## src/rtl/bin2bcd_seq.sv

```systemverilog
// bin2bcd_seq: sequential binary-to-BCD converter (double dabble, one bit per clock).
// Valid/ready handshake on both sides; results are registered and held until the next DONE.
// Optional leading-zero blanking is enabled by defining BIN2BCD_BLANK_EN; otherwise blank is tied to 0.
module bin2bcd_seq #(
  parameter int IN_W   = 8,
  parameter int DIGITS = 3
) (
  input  logic                  clk,
  input  logic                  rst_n,
  input  logic                  in_valid,
  output logic                  in_ready,
  input  logic [IN_W-1:0]       bin,
  output logic                  out_valid,
  input  logic                  out_ready,
  output logic [4*DIGITS-1:0]   bcd,
  output logic                  overflow,
  output logic [DIGITS-1:0]     blank
);

  localparam int BCD_W = 4 * DIGITS;
  localparam int CNT_W = $clog2(IN_W + 1);
  localparam logic [CNT_W-1:0] CNT_LOAD = CNT_W'(IN_W);
  localparam logic [CNT_W-1:0] CNT_ONE  = CNT_W'(1);
  localparam logic [BCD_W-1:0] ALL_NINES = {DIGITS{4'h9}};

  typedef enum logic [1:0] {
    IDLE  = 2'd0,
    SHIFT = 2'd1,
    DONE  = 2'd2
  } state_t;

  state_t           state;
  logic [IN_W-1:0]  bin_sr;
  logic [BCD_W-1:0] bcd_sr;
  logic             ovf_sr;
  logic [CNT_W-1:0] cnt;

  logic [BCD_W-1:0] adj_s;
  logic [BCD_W-1:0] shifted_s;
  logic             ovf_next_s;

  // Add 3 to every digit that is 5 or more, so the following shift carries correctly.
  function automatic logic [BCD_W-1:0] add3_adjust(input logic [BCD_W-1:0] v);
    logic [BCD_W-1:0] r;
    r = v;
    for (int i = 0; i < DIGITS; i++) begin
      if (v[4*i +: 4] >= 4'd5) begin
        r[4*i +: 4] = v[4*i +: 4] + 4'd3;
      end else begin
        r[4*i +: 4] = v[4*i +: 4];
      end
    end
    return r;
  endfunction

`ifdef BIN2BCD_BLANK_EN
  logic [DIGITS-1:0] blank_r;

  // Digit i (i>=1) is blanked when it and every higher digit are zero; digit 0 is never blanked.
  function automatic logic [DIGITS-1:0] blank_mask(input logic [BCD_W-1:0] v);
    logic              zero_above;
    logic [DIGITS-1:0] m;
    zero_above = 1'b1;
    m = '0;
    for (int i = DIGITS - 1; i >= 1; i--) begin
      zero_above = zero_above & (v[4*i +: 4] == 4'd0);
      m[i] = zero_above;
    end
    return m;
  endfunction

  assign blank = blank_r;
`else
  assign blank = '0;
`endif

  assign in_ready = (state == IDLE);

  // One double-dabble step: adjust, shift in the binary MSB, track bits lost off the top digit.
  always_comb begin
    adj_s      = add3_adjust(bcd_sr);
    shifted_s  = {adj_s[BCD_W-2:0], bin_sr[IN_W-1]};
    ovf_next_s = ovf_sr | adj_s[BCD_W-1];
  end

  // Control FSM with conversion datapath and registered result outputs.
  always_ff @(posedge clk or negedge rst_n) begin
    if (!rst_n) begin
      state     <= IDLE;
      bin_sr    <= '0;
      bcd_sr    <= '0;
      ovf_sr    <= 1'b0;
      cnt       <= '0;
      out_valid <= 1'b0;
      bcd       <= '0;
      overflow  <= 1'b0;
`ifdef BIN2BCD_BLANK_EN
      blank_r   <= '0;
`endif
    end else begin
      case (state)
        IDLE: begin
          if (in_valid) begin
            bin_sr <= bin;
            bcd_sr <= '0;
            ovf_sr <= 1'b0;
            cnt    <= CNT_LOAD;
            state  <= SHIFT;
          end
        end
        SHIFT: begin
          bcd_sr <= shifted_s;
          bin_sr <= bin_sr << 1;
          ovf_sr <= ovf_next_s;
          cnt    <= cnt - CNT_ONE;
          if (cnt == CNT_ONE) begin
            // Last bit: publish the result on the same edge that enters DONE.
            state     <= DONE;
            out_valid <= 1'b1;
            bcd       <= ovf_next_s ? ALL_NINES : shifted_s;
            overflow  <= ovf_next_s;
`ifdef BIN2BCD_BLANK_EN
            blank_r   <= ovf_next_s ? '0 : blank_mask(shifted_s);
`endif
          end
        end
        DONE: begin
          if (out_ready) begin
            state     <= IDLE;
            out_valid <= 1'b0;
          end
        end
        default: begin
          state     <= IDLE;
          out_valid <= 1'b0;
        end
      endcase
    end
  end

endmodule
```

## config.mk

```make
export PLATFORM = sky130hd
export DESIGN_NAME = bin2bcd_seq
export DESIGN_NICKNAME = d
export VERILOG_FILES = /design/src/rtl/bin2bcd_seq.sv
export SDC_FILE = /design/constraint.sdc
export NUM_CORES = 1
export LEC_CHECK = 0
export CORE_UTILIZATION = 47
export CTS_BUF_LIST = sky130_fd_sc_hd__clkbuf_4
export DETAILED_ROUTE_END_ITERATION = 6
export HOLD_SLACK_MARGIN = 0.08
export PLACE_DENSITY = 0.79
export SYNTH_ARGS = -nofsm -noshare
export SYNTH_HDL_FRONTEND = slang
export SYNTH_SLANG_ARGS = --single-unit
```

## constraint.sdc

```tcl
create_clock -name clk -period 2.6 [get_ports clk]
set_input_delay 0.26 -clock clk [delete_from_list [all_inputs] [get_ports clk]]
set_output_delay 0.26 -clock clk [all_outputs]
set_load 0.02 [all_outputs]
```

======== Yosys cells after proc, flatten, opt, wreduce, memory -nomap -nowiden ========
Index checks and enable logic that the tools add are counted.
cells by class
  reduce and logical (&&, ||, !) cells .... 6
  equal/unequal tests ..................... 6
  $mul .................................... 0
  bitwise gates (word level) .............. 2
  $lt $le $gt $ge ......................... 3
  divide/modulo/power cells ............... 0
  shifts and indexed selects .............. 0
  muxes and demuxes ....................... 19
  add/subtract/negate cells ............... 4
operators with widths
  cell                                                  number
  two-way mux 12 bit                                    2
  case mux 12 bit (2 select lines)                      1
  two-way mux 4 bit                                     4
  case mux 8 bit (2 select lines)                       1
  adder 4 x 2 -> 4 bit (second input constant)          3
  >= comparator 4 x 3 -> 1 bit (second input constant)  3
  two-way mux 8 bit                                     1
  case mux 4 bit (2 select lines)                       1
  two-way mux 2 bit                                     3
  != test 2 bit (second input constant)                 3
  case mux 2 bit (3 select lines)                       1
  AND reduction 3 bit                                   2
  == test 4 x 1 -> 1 bit (second input constant)        1
  AND reduction 2 bit                                   2
  subtractor 4 x 1 -> 4 bit (second input constant)     1
  two-way mux 1 bit                                     3
  case mux 1 bit (3 select lines)                       1
  == test 2 x 1 -> 1 bit (second input constant)        1
  == test 2 bit (second input constant)                 1
  zero test 2 bit                                       1
  case mux 1 bit (2 select lines)                       1
  nonzero test 2 bit                                    1
  NOT 1 bit                                             1
  OR 1 bit                                              1
storage, ports and cells
  register bits ........................... 41
  output and inout bits ................... 18
  memories kept ........................... 0
  RAM bits ................................ 0
  bits in read-only memories .............. 0
  latch bits .............................. 0
  input port bits ......................... 12

======== Depth between registers and ports, before layout ========
  depth after elaboration ................. 4
  mapped depth ............................ 6

======== Least setup slack after synthesis ========
Ideal clock, no wire load.
  path kind ............................... register -> register
  start point ............................. reg bcd_sr[9]
  end point ............................... reg bcd[11]
  setup slack ............................. 0.896 ns
  period minus slack after synthesis ...... 1.704 ns
  data arrival time ....................... 1.554 ns
  stages on the path, launching flop included .. 7
  required time ........................... 2.451 ns
  setup time .............................. 0.149 ns
  buffers on the path ..................... 0
  cell sequence ........................... dfrtp_1 -> inv_1 -> ha_1 -> nand2b_1 -> nor3b_4 -> a2111oi_4 -> a31oi_1
between the ends
  word-level cells in the longest chain between the ends .. 4
  elaborated cells on any way between the ends .. 5
ends and longest elaborated chain
  what                                                                         RTL line  source
  start, declared                                                              34        logic [BCD_W-1:0] bcd_sr;
  start signal, assigned                                                       112       bcd_sr <= shifted_s;
  adder 4 x 2 -> 4 bit / >= comparator 4 x 3 -> 1 bit (equally long branches)  48, 47
  two-way mux 4 bit *                                                          47        if (v[4*i +: 4] >= 4'd5) begin
  OR 1 bit                                                                     83        ovf_next_s = ovf_sr | adj_s[BCD_W-1];
  two-way mux 12 bit *                                                         120       bcd <= ovf_next_s ? ALL_NINES : shifted_s;
  end signal, assigned                                                         120
  end, declared                                                                15        output logic [4*DIGITS-1:0] bcd,
Every way passes the cells marked *; elsewhere a longest branch is shown, timed or not.
A chain may end at the register's enable or synchronous reset.

======== Worst setup path after layout ========
  start point ............................. reg state[1]
  end point ............................... reg bcd[7]
between the ends
  word-level cells in the longest chain between the ends .. 2
ends and longest elaborated chain
  what                                  RTL line  source
  start, declared                       32        state_t state;
  start signal, assigned                89        state <= IDLE;
  start signal, assigned                108       state <= SHIFT;
  start signal, assigned                118       state <= DONE;
  == test 2 x 1 -> 1 bit                101       case (state)
  AND reduction 2 bit (no source line)  --
No other way between the ends.

==> results.sh <==
export IMPL_drt_antenna_violating_nets=0
export IMPL_peakVddDrop_mv=0.464
export IMPL_cts_root_buffer="clkbuf_4"
export IMPL_areaGrowthSynthToFinish_pct=16.7
export IMPL_syn_cell_area_um2=2100
export IMPL_outcome="finished, final reports clean"
export IMPL_switching_share=0.426
export IMPL_synth_simple_gate_area_frac=0.139
export IMPL_number_of_i_o_pins=30
export IMPL_post_synthesis_share_of_cell_area_spent_on_full_adders_half_adders_and_majority_gates=0.0476
export IMPL_yosysWarningCount=0
export IMPL_whs_ps=507
export IMPL_number_of_cells_after_detailed_placement=274
export IMPL_synth_top_cell_area_share=0.488
export IMPL_layout_common_cells="dfrtp_1 (41), o21ai_0 (25), clkdlybuf4s50_1 (25), a21oi_1 (15), nor2_1 (12)"
export IMPL_pwr_share_clk=0.099
export IMPL_fmax_mhz=480
export IMPL_antenna_cells_inserted=0
export IMPL_maximum_net_fanout_on_the_critical_path=17
export IMPL_core_rowCount=23
export IMPL_tritoncts="yes"
export IMPL_n_fill_cell=378
export IMPL_cts_buffer_depth=2
export IMPL_power_density_cell_area_nw_per_um2=1240
export IMPL_worst_ep_arrival_time_ps=2290
export IMPL_clkTransAtPathRegs_ps=120
export IMPL_biggest_area_consumer_among_synthesized_cells="dfrtp_1"
export IMPL_r2r_worst_path_cells=4
export IMPL_hold_path_class="flip-flop to flip-flop"
export IMPL_max_cap_viol_count=0
export IMPL_grt_first_pass_wirelength_um=7100
export IMPL_min_delay_path_depth=2
export IMPL_timing_reg2reg_setup_slack_ps=510
export IMPL_synth_compound_area_share=0.261
export IMPL_drt_iter0_markers=89
export IMPL_p_int_mw=1.74
export IMPL_report_final_setup_viol=0
export IMPL_final_setup_tns_ps=0
export IMPL_finClkSkew_ps=14.2
export IMPL_grt_setup_unrepaired="no"
export IMPL_drive_gt1_frac=0.0991
export IMPL_endpoint="bcd[7]$_DFFE_PN0P_"
export IMPL_synthesis_area_per_instance_um2=10.3
export IMPL_global_route_overflow_total=0
export IMPL_route_detailed_drc=0
export IMPL_comb_power_share=0.508
export IMPL_via_count_of_the_first_global_routing_pass=1489
export IMPL_finalCritPeriodShare=0.802
export IMPL_final_common_cell="dfrtp_1"
export IMPL_die_height_um=68.9
export IMPL_totalWireLength_um=4220
export IMPL_fp_dieArea_um2=4740
export IMPL_ys_ff_latch=41
export IMPL_report_final_slew_viol_count=0
export IMPL_worst_slew_pin_transition_ps=892
export IMPL_dpl_instance_area_um2=2390
export IMPL_grt_util_all_layers=0.208
export IMPL_initial_utilization=0.507
export IMPL_capturing_element_type_of_the_critical_path="flip-flop"
export IMPL_cts_max_level=2
export IMPL_drt_pass1_iterations=4
export IMPL_xor_xnor_fraction_of_synth_area=0.0125
export IMPL_synth_yosys_seq_area_share=0.488
export IMPL_number_of_vias_after_detailed_routing=1598
export IMPL_worst_reg2reg_startpoint="state[1]$_DFFE_PN0P_"
export IMPL_cts_resized_gates=0
export IMPL_stdcell_area_um2=2450
export IMPL_power_switching_mw=1.29
export IMPL_maximum_number_of_pins_on_one_net_before_global_route_repair=42
export IMPL_die_w_um=68.9
export IMPL_grt_antenna_before_repair=0
export IMPL_rr_endpoint="bcd[7]$_DFFE_PN0P_"
export IMPL_relative_slew_slack=0.405
export IMPL_dominant_combinational_cell_family_by_area_after_synthesis="compound AO/OA/AOI/OAI gates"
export IMPL_hpwlAfterDp_um=2910
export IMPL_stdcell_count=282
export IMPL_yosys_mux_area_fraction=0.00536
export IMPL_layout_min_cycle_time_ps=2090
export IMPL_worstSetupPathType="flip-flop to flip-flop"
export IMPL_seqPwrFrac=0.393
export IMPL_clkLatencyLatePin_ps=340
export IMPL_clock_sinks=41
export IMPL_gp_congestion=0.769
export IMPL_post_drt_via_cell_ratio=5.67
export IMPL_synthTopCellsByArea="dfrtp_1 (49%), o21ai_0 (6.0%), ha_1 (4.8%), a21oi_1 (3.6%), a22o_1 (2.9%)"
export IMPL_synthesis_instances=204
export IMPL_synth_lib_cells_used_distinct=37
export IMPL_report_final_hold_viol_count=0
export IMPL_critPathRequiredTime_ps=2800
export IMPL_layout_nets=252
export IMPL_routedWlPerCell_um=15.0
export IMPL_crit_path_start="state[1]$_DFFE_PN0P_"
export IMPL_placement_io_buffers=26
export IMPL_leakage_nw=1.03
export IMPL_coreArea_um2=4140
export IMPL_cts_inserted_buffers=5
export IMPL_worstSetupStartpointType="flip-flop"
## synthesized netlist by cell type
| master | number |
|---|---|
| a2111oi_4 | 2 |
| a211oi_1 | 6 |
| a21o_1 | 5 |
| a21o_2 | 1 |
| a21oi_1 | 15 |
| a22o_1 | 7 |
| a22o_2 | 1 |
| a22oi_1 | 7 |
| a2bb2oi_1 | 1 |
| a31oi_1 | 3 |
| a32o_1 | 2 |
| and2b_2 | 1 |
| buf_2 | 2 |
| buf_4 | 3 |
| clkbuf_1 | 6 |
| conb_1 | 1 |
| dfrtp_1 | 41 |
| ha_1 | 8 |
| inv_1 | 10 |
| mux2_2 | 1 |
| nand2_1 | 11 |
| nand2_2 | 1 |
| nand2b_1 | 4 |
| nand3b_1 | 1 |
| nor2_1 | 12 |
| nor2b_1 | 9 |
| nor3_1 | 4 |
| nor3b_1 | 2 |
| nor3b_2 | 1 |
| nor3b_4 | 1 |
| o21a_1 | 1 |
| o21ai_0 | 25 |
| o21ai_4 | 1 |
| o21bai_1 | 1 |
| or3b_1 | 1 |
| or3b_2 | 3 |
| xnor2_1 | 3 |
## metal layers
layer,vias up,wire (µm),track usage
li1,780,-,-
met1,770,2010,0.287
met2,44,1990,0.320
met3,4,178,0.0493
met4,0,40,0.0714
met5,-,0,0
## final cells by class
type                    count  area, µm²  share of cell area
inverters                  10       37.5              0.0153
multi-input cells         144        990               0.404
flip-flops and latches     41       1030               0.418
clock inverters             1       3.75             0.00153
repair buffers             30        288               0.117
clock buffers               6       45.0              0.0184
well taps                  50       62.6              0.0255
## how the worst min path moves through the flow
stage | startpoint | end | slack, ps
2_1_floorplan | rst_n | bcd[0]$_DFFE_PN0P_ | -40
3_3_place_gp | rst_n | bcd[7]$_DFFE_PN0P_ | 430
3_5_place_dp | rst_n | overflow$_DFFE_PN0P_ | 440
4_1_cts | overflow$_DFFE_PN0P_ | overflow$_DFFE_PN0P_ | 520
5_1_grt | bcd[9]$_DFFE_PN0P_ | bcd[9]$_DFFE_PN0P_ | 530
6_report | overflow$_DFFE_PN0P_ | overflow$_DFFE_PN0P_ | 510
## flip-flops by register name, summed over array words and instances (netlist names)
name and count:
bcd 12, bcd_sr 12, bin_sr 8, cnt 4, state 2, out_valid 1, overflow 1, ovf_sr 1
## stage by stage
step	util	power [mW]	setup WS [ps]
6_report	0.592	3.03	515
5_1_grt	0.592	3.31	335
4_1_cts	0.592	3.06	524
3_5_place_dp	0.578	2.75	545
3_3_place_gp	0.578	2.71	636
2_1_floorplan	-	2.26	896
## worst max-delay path, cell delays in order, from the launching register on
cell and delay, ps:
dfrtp_1 560, and2b_2 450, nand2_2 190, a2111oi_4 590
a31oi_1 150
## cells by family after synthesis
kind of cell / after synthesis
xor+xnor: 3
simple gates: 51
other cells: 1
mux: 1
fa+ha+maj: 8
flops: 41
compound gates: 78
buf+inv: 21
## power by group through the flow
stage | Clock (mW) | Combinational [mW] | Sequential (mW)
6_report | 0.300 | 1.54 | 1.19
5_1_grt | 0.349 | 1.72 | 1.23
4_1_cts | 0.313 | 1.56 | 1.19
3_5_place_dp | 0 | 1.55 | 1.20
3_3_place_gp | 0 | 1.51 | 1.20
2_1_floorplan | 0 | 1.02 | 1.24
## what timing repair did
action	CTS	global route
hold buffers	1	0
endpoints found under the setup margin	0	0
setup buffers	0	0
hold endpoints to repair	41	0
(Power assumes the default switching activity.)
